==> src/rtl/comb_controller_pkg.sv <==
// Shared definitions for the recursive-combination controller.
//   state_e : FSM state encoding (4 bits, IDLE..NEXT)
//   SEL_*   : n/m stack input mux selects (decrement, stack out, operand)
//   SLD_*   : decrementer source select (n-stack out / m-stack out)
//   ctrl_t  : bundle of the Moore-decoded datapath strobes
package comb_controller_pkg;

  typedef enum logic [3:0] {
    IDLE   = 4'd0,
    CLEAR  = 4'd1,
    LOAD   = 4'd2,
    POP    = 4'd3,
    CHECK  = 4'd4,
    PUSH_A = 4'd5,
    PUSH_T = 4'd6,
    POP_T  = 4'd7,
    PUSH_B = 4'd8,
    NEXT   = 4'd9
  } state_e;

  localparam logic [1:0] SEL_DEC = 2'b00;
  localparam logic [1:0] SEL_STK = 2'b01;
  localparam logic [1:0] SEL_IN  = 2'b10;

  localparam logic SLD_N = 1'b1;
  localparam logic SLD_M = 1'b0;

  typedef struct packed {
    logic [1:0] sl1;
    logic [1:0] sl2;
    logic       sld;
    logic       push;
    logic       pop;
    logic       dp_rst;
    logic       busy;
  } ctrl_t;

  // State-only part of the output decode; the CHECK-dependent enable is
  // handled alongside the next-state logic.
  function automatic ctrl_t decode(input state_e s);
    ctrl_t c;
    c        = '0;
    c.sl1    = SEL_DEC;
    c.sl2    = SEL_DEC;
    c.sld    = SLD_M;
    c.busy   = (s != IDLE);
    case (s)
      CLEAR: c.dp_rst = 1'b1;
      LOAD: begin
        c.push = 1'b1;
        c.sl1  = SEL_IN;
        c.sl2  = SEL_IN;
      end
      POP, POP_T: c.pop = 1'b1;
      PUSH_A, PUSH_B: begin
        c.push = 1'b1;
        c.sl1  = SEL_DEC;
        c.sld  = SLD_N;
        c.sl2  = SEL_STK;
      end
      PUSH_T: begin
        c.push = 1'b1;
        c.sl1  = SEL_STK;
        c.sl2  = SEL_DEC;
        c.sld  = SLD_M;
      end
      default: ;
    endcase
    return c;
  endfunction

endpackage

==> src/rtl/comb_controller.sv <==
// Control FSM for the recursive-combination datapath computing C(n,m) by
// depth-first expansion C(n,m) = C(n-1,m) + C(n-1,m-1), leaves counting 1.
// Ports:
//   clk, rst          : clock, synchronous active-high reset
//   start, n, m       : run request and operands (sampled in IDLE)
//   end_point, empty  : datapath flags (leaf at top / stack empty)
//   sl1, sl2, sld     : stack input mux selects and decrement source
//   push, pop, top    : stack strobes (top tied low)
//   enable            : leaf counter increment
//   dp_rst            : one-cycle datapath clear
//   busy, done, err   : run status
module comb_controller
  import comb_controller_pkg::*;
#(
  parameter int unsigned NM_W = 4
) (
  input  logic            clk,
  input  logic            rst,
  input  logic            start,
  input  logic [NM_W-1:0] n,
  input  logic [NM_W-1:0] m,
  input  logic            end_point,
  input  logic            empty,
  output logic [1:0]      sl1,
  output logic [1:0]      sl2,
  output logic            sld,
  output logic            push,
  output logic            pop,
  output logic            top,
  output logic            enable,
  output logic            dp_rst,
  output logic            busy,
  output logic            done,
  output logic            err
);

  state_e state_q, state_d;
  logic   done_q, done_d;
  logic   err_q, err_d;
  ctrl_t  ctrl;

  always_ff @(posedge clk) begin
    if (rst) begin
      state_q <= IDLE;
      done_q  <= 1'b0;
      err_q   <= 1'b0;
    end else begin
      state_q <= state_d;
      done_q  <= done_d;
      err_q   <= err_d;
    end
  end

  always_comb begin
    state_d = state_q;
    done_d  = done_q;
    err_d   = err_q;
    enable  = 1'b0;
    case (state_q)
      IDLE: begin
        if (start) begin
          if (m > n) begin
            // Rejected run: report through done/err without leaving IDLE.
            err_d  = 1'b1;
            done_d = 1'b1;
          end else begin
            err_d   = 1'b0;
            done_d  = 1'b0;
            state_d = CLEAR;
          end
        end
      end
      CLEAR:  state_d = LOAD;
      LOAD:   state_d = POP;
      POP:    state_d = CHECK;
      CHECK: begin
        if (end_point) begin
          enable  = 1'b1;
          state_d = NEXT;
        end else begin
          state_d = PUSH_A;
        end
      end
      PUSH_A: state_d = PUSH_T;
      PUSH_T: state_d = POP_T;
      POP_T:  state_d = PUSH_B;
      PUSH_B: state_d = NEXT;
      NEXT: begin
        if (empty) begin
          done_d  = 1'b1;
          state_d = IDLE;
        end else begin
          state_d = POP;
        end
      end
      default: state_d = IDLE;
    endcase
  end

  assign ctrl   = decode(state_q);
  assign sl1    = ctrl.sl1;
  assign sl2    = ctrl.sl2;
  assign sld    = ctrl.sld;
  assign push   = ctrl.push;
  assign pop    = ctrl.pop;
  assign dp_rst = ctrl.dp_rst;
  assign busy   = ctrl.busy;
  assign top    = 1'b0;
  assign done   = done_q;
  assign err    = err_q;

endmodule

==> config.mk <==
export PLATFORM = sky130hd
export DESIGN_NAME = comb_controller
export DESIGN_NICKNAME = d
export VERILOG_FILES = /design/src/rtl/comb_controller_pkg.sv /design/src/rtl/comb_controller.sv
export SDC_FILE = /design/constraint.sdc
export NUM_CORES = 1
export LEC_CHECK = 0
export ABC_AREA = 1
export CORE_MARGIN = 3
export CORE_UTILIZATION = 25
export DETAILED_ROUTE_END_ITERATION = 8
export GPL_TIMING_DRIVEN = 0
export PLACE_DENSITY = 0.65
export SETUP_SLACK_MARGIN = 0.15
export SLEW_MARGIN = 10
export SYNTH_ARGS = -nofsm -noshare
export SYNTH_HDL_FRONTEND = slang
export SYNTH_SLANG_ARGS = --single-unit
==> constraint.sdc <==
create_clock -name clk -period 1.1 [get_ports clk]
set_input_delay 0.22 -clock clk [delete_from_list [all_inputs] [get_ports clk]]
set_output_delay 0.22 -clock clk [all_outputs]
set_load 0.005 [all_outputs]
# After elaboration in Yosys (flattened, before gate mapping)
# Cells that the tools add are included.
# totals
elab_cells	41
out_inout_bits	13
input_bits	13
ff_bits	6
# op_classes
n_reduce_logical	9
order_cmp	1
n_mux	16
eq_ne	12
# ops
op	count
$pmux 4 s10	1
$eq 4x3->1 const B	4
$mux 4	3
$pmux 4 s3	1
$mux 1	9
$eq 4x2->1 const B	2
$eq 4x4->1 const B	2
$ne 2x2->1 const B	3
$eq 4x1->1 const B	1
$gt 4x4->1	1
$logic_not 4->1	1
$reduce_and 2->1	2
$reduce_bool 4->1	1
$reduce_or 2->1	2
$reduce_or 4->1	1
$reduce_and 3->1	1
$mux 2	1
$pmux 1 s2	1
$reduce_bool 2->1	1

# Logic depth before layout (Yosys ltp)
# depth
depth_word	4
depth_mapped	10
mapped_depth_nobuf	10

# Worst setup path before layout
# OpenSTA, ideal clock, no wires.
# synth_path
path_kind	register to output
startpoint	reg state_q[1]
endpoint	out push
required_time_ns	0.880
stages_incl_launch_ff	7
path_slack_ns	0.012
path_buffers	1
arrival_time_ns	0.868
path_cell_list	dfxtp_1 buf_2 inv_1 nand2_1 nor3_1 inv_1 nand3_1
# synth_between
elab_chain_cells	3
elab_cells_between_ends	6
cone_classes	eq/ne: 4; mux: 1; reduce/logical: 1
# synth_lines
item	line	source
start, declared	comb_controller.sv:37	state_e state_q, state_d;
start signal, assigned	comb_controller.sv:48	state_q <= state_d;
$eq 4x3->1 (tied with other cells)	comb_controller_pkg.sv:47	case (s)
$reduce_or 4->1 (no line) *	n/a	
$mux 1 *	comb_controller_pkg.sv:47	
end, declared	comb_controller.sv:27	output logic push,
# Mark *: on every way between the ends. The rest lies on a longest branch, timed or not.

# Worst setup path after layout
# layout_path
startpoint	reg state_q[1]
endpoint	out enable
# layout_between
elab_chain_cells	2
# layout_lines
item	line	source
$eq 4x3->1	comb_controller.sv:59	case (state_q)
$mux 1	comb_controller.sv:59	
end, declared	comb_controller.sv:30	output logic enable,
# Every way passes these cells.

==> results.txt <==
The starting density of the core is roughly 28%. The worst register-to-register path has a setup slack of -0.37 ns. In the final design database the tool counted ~160 nets. The total number of yosys warnings is 0. The count of unique library cells instantiated by Yosys came out at 17. The global placer's final weighted congestion is between 0.7 and 0.8.

The data required time of the critical path is roughly 0.9 ns. The clock reaches the later pin of the worst-skew pair after about 0.24 ns. The mux contribution to synthesized area is 0%.

Row generation in the floorplan step produced 15 rows. The cell area after synthesis is roughly 510 um^2. The data arrival time of the worst path is 1.33 ns. The endpoint identified for the worst register-to-register timing path is done$_SDFFE_PP0P_. The total buffers and inverters traversed by the critical path came out at 3. The worst-case setup margin in the final layout is -0.449 ns. The sequential-to-total area share from yosys stat came out at 23.5%. Prior to clock tree synthesis, the placed netlist has a worst setup slack of -0.493 ns. For this run, design rule violations remaining after detail routing come to 0.

Grouping stages by cell kind, the critical path spends the most delay in simple AND/OR/NAND/NOR gates. Of the total synthesized cell area, the portion taken by AND, OR, NAND and NOR gates is approximately two fifths. The worst setup path is launched from a flop. The global-route usage over all layers is between 10% and 20%. The post-synthesis instance total is between 80 and 90. Setup repair after global routing could not meet its margin everywhere.

The type of the worst min-delay path is reg -> reg. The final critical path time including I/O delays and setup is ~1.5 ns. The clock slew seen by the registers of the worst setup and hold paths is 0.04 ns. The area fraction in compound gates after synthesis is 6.86%.

The largest single stage delay on the critical path is 0.31 ns. The master of the slowest instance on the critical path is dfxtp_2. In this run the mean area of a mapped cell was between 5 and 6 um^2. Dividing the detail-routed via count by the number of cells gives between 4 and 5. The final wirelength came out at ~2.4 mm. The critical path start-end classification is reg -> out. Detailed routing inserted a total of between 700 and 800 vias. The first TritonRoute pass finished after 4 iterations.

The TritonCTS buffer count is 3. The total power consumption of the routed design came out at between 1 and 1.5 mW. The repair_antennas step left the layout with diodes totalling 0. From synthesis to final layout, the design area changed by 146%.

The synthesized design spends more area on one cell type than any other, namely dfxtp_1. The maximum fanout along the worst path came out at 5. The fraction of final layout cells sized beyond drive strength 1 is 63.6%. The initial antenna violation count is 0. The maximum number of pins on one net before global-route repair is 7. The chip width is 51.2 um. The register bit count reported by yosys came out at 6.

The count of input and output buffers is 24. The placed instances occupy a cell area of 862 um^2. In this run the deepest clock path goes through 2 buffers. In this run the clock root is driven by a clkbuf_4. The TritonCTS sink count came out at 6. After global routing the overflow that remains totals 0. The count of final hold-check violations came to 0. The endpoint of the worst hold path is err$_SDFFE_PP0P_.

The largest family of logic cells by synthesized area is simple AND/OR/NAND/NOR gates. The length in cells of the worst reg-to-reg path came out at 12. The total non-filler cell area in the finished layout is ~1300 um^2. The worst register-to-register path begins at state_q[1]$_SDFFE_PP0P_. The setup-violating endpoint count in the final report is 16. After synthesis, the cell types taking the most area are dfxtp_1, nand2_1, inv_1, ha_1, nand3_1.

The run finished, with violations left. The fmax came out at 646 MHz. The DRC violation total after the first TritonRoute iteration is 34. Power spread over the standard cell area amounts to ~1100 nW/um^2.

The synthesized netlist devotes about 9.8% of its cell area to adder and majority cells. The total of max-cap violations came out at 0. The share of Yosys cell area claimed by the top area cell type came out at between 20% and 30%. The cell repeated most along the worst path is nor2_4.

The final antenna-violating net count came out at 0. The final worst clock skew is between 0.0002 and 0.0003 ns. The synthesized net count came out at approximately 100. The startpoint of the lowest-slack hold path is err$_SDFFE_PP0P_. TritonCTS built the clock tree. The die covers 2620 um^2.

The analysis attributes to cell leakage a power of ~0.64 nW. Across the VDD grid, the largest voltage drop is 0.840 mV. The core area is 1820 um^2. STA classifies the critical path endpoint as a primary output.

The die extent in y came out at 51.2 um. The wire length of the first global-routing pass came out at 3.22 mm. The worst path uses 141% of the clock period.

The number of top-level pins came out at 26. The post-route worst hold slack is around 0.49 ns. The total negative slack came out at -4.68 ns.

The worst hold path cell count is 2. In this run the number of H-tree levels came out at 1. The checks that failed: setup timing.

The number of slew-limit violations in the final report was 0. The XOR/XNOR share of the synthesized area came out at 0%. The per-cell routed wire length is ~14 um. The wire-length estimate of the detail-placed layout is 1.06 mm. The number of global-route vias before repair was between 700 and 800. Walking the worst path, the cells encountered are buf_6 -> buf_12 -> nor2_4 -> nand2_2 -> nor2_4 -> buf_2.
[what timing repair did]
item	in CTS	in global routing
setup buffers	17	9
endpoints found under the hold margin	0	0
setup endpoints to repair	18	16
resized for setup	87	21
hold buffers	0	0
pin swaps	15	9
[power breakdown]
part	leakage (nW)	internal (mW)	total [mW]	switching, mW
clock	0.0138	0.123	0.195	0.0721
sequential	0.0525	0.252	0.276	0.0237
combinational	0.569	0.481	0.884	0.403
[state kept, by name, summed over array words and instances (netlist names)]
| signal | count |
|---|---|
| state_q | 4 |
| done | 1 |
| err | 1 |
[layout make-up]
type | instances | area, um^2
clock buffer | 3 | 22.5
fill | 132 | 564
sequential | 6 | 135
tap | 25 | 31.3
inverter | 19 | 83.8
buffer | 3 | 26.3
multi-input combinational | 59 | 504
timing repair buffer | 50 | 453
[cells in the final DEF (no fill, tap or decap), drive strengths merged]
| cell | n |
|---|---|
| nor3 | 4 |
| nand3 | 8 |
| or2 | 1 |
| o21ai | 3 |
| nor2 | 14 |
| inv | 19 |
| buf | 40 |
| nand2 | 19 |
| clkbuf | 3 |
| dlygate4sd2 | 6 |
| nand3b | 1 |
| conb | 1 |
| dfxtp | 6 |
| clkdlybuf4s15 | 1 |
| ha | 4 |
| a21oi | 4 |
| clkdlybuf4s50 | 6 |
[worst max path at each step]
stage                     depth (start not counted)           endpoint                     from  slack [ns]
after floorplan                                   7  done$_SDFFE_PP0P_  state_q[0]$_SDFFE_PP0P_        0.09
after global placement                            4             enable                end_point       -0.48
after detailed placement                          4             enable                end_point       -0.49
after CTS                                         8               push  state_q[1]$_SDFFE_PP0P_       -0.45
after global routing                              6             enable  state_q[1]$_SDFFE_PP0P_       -0.49
final                                             6             enable  state_q[1]$_SDFFE_PP0P_       -0.45
[stage by stage]
step / cells / utilization (%)
2_1_floorplan: 87 / -
3_3_place_gp: 136 / 47.4
3_5_place_dp: 136 / 47.4
4_1_cts: 156 / 61.0
5_1_grt: 165 / 69.0
6_report: 165 / 69.0
[worst reg2reg max path: cells and delay by family, from the launching register on]
family | cells | cell delay [ns]
buf+inv | 5 | 0.56
simple gates | 7 | 0.51
flops | 1 | 0.31
[cell families after synthesis]
kind of cell / Yosys count
flops: 6
fa+ha+maj: 4
compound gates: 7
buf+inv: 22
simple gates: 47
other cells: 1
[routing by layer]
layer	GRT usage, %	wire length [um]
met1	17.5	894
met2	28.3	1360
met3	1.46	98
met4	13.0	0
met5	0	0
[synth_stat cells (all sizes together)]
| cell type | count |
|---|---|
| nor3 | 4 |
| nor2 | 14 |
| nand3 | 8 |
| nand3b | 1 |
| or2 | 1 |
| inv | 19 |
| nand2 | 19 |
| conb | 1 |
| buf | 3 |
| o21ai | 3 |
| ha | 4 |
| dfxtp | 6 |
| a21oi | 4 |
No activity file was read; power rests on OpenSTA's default activity.
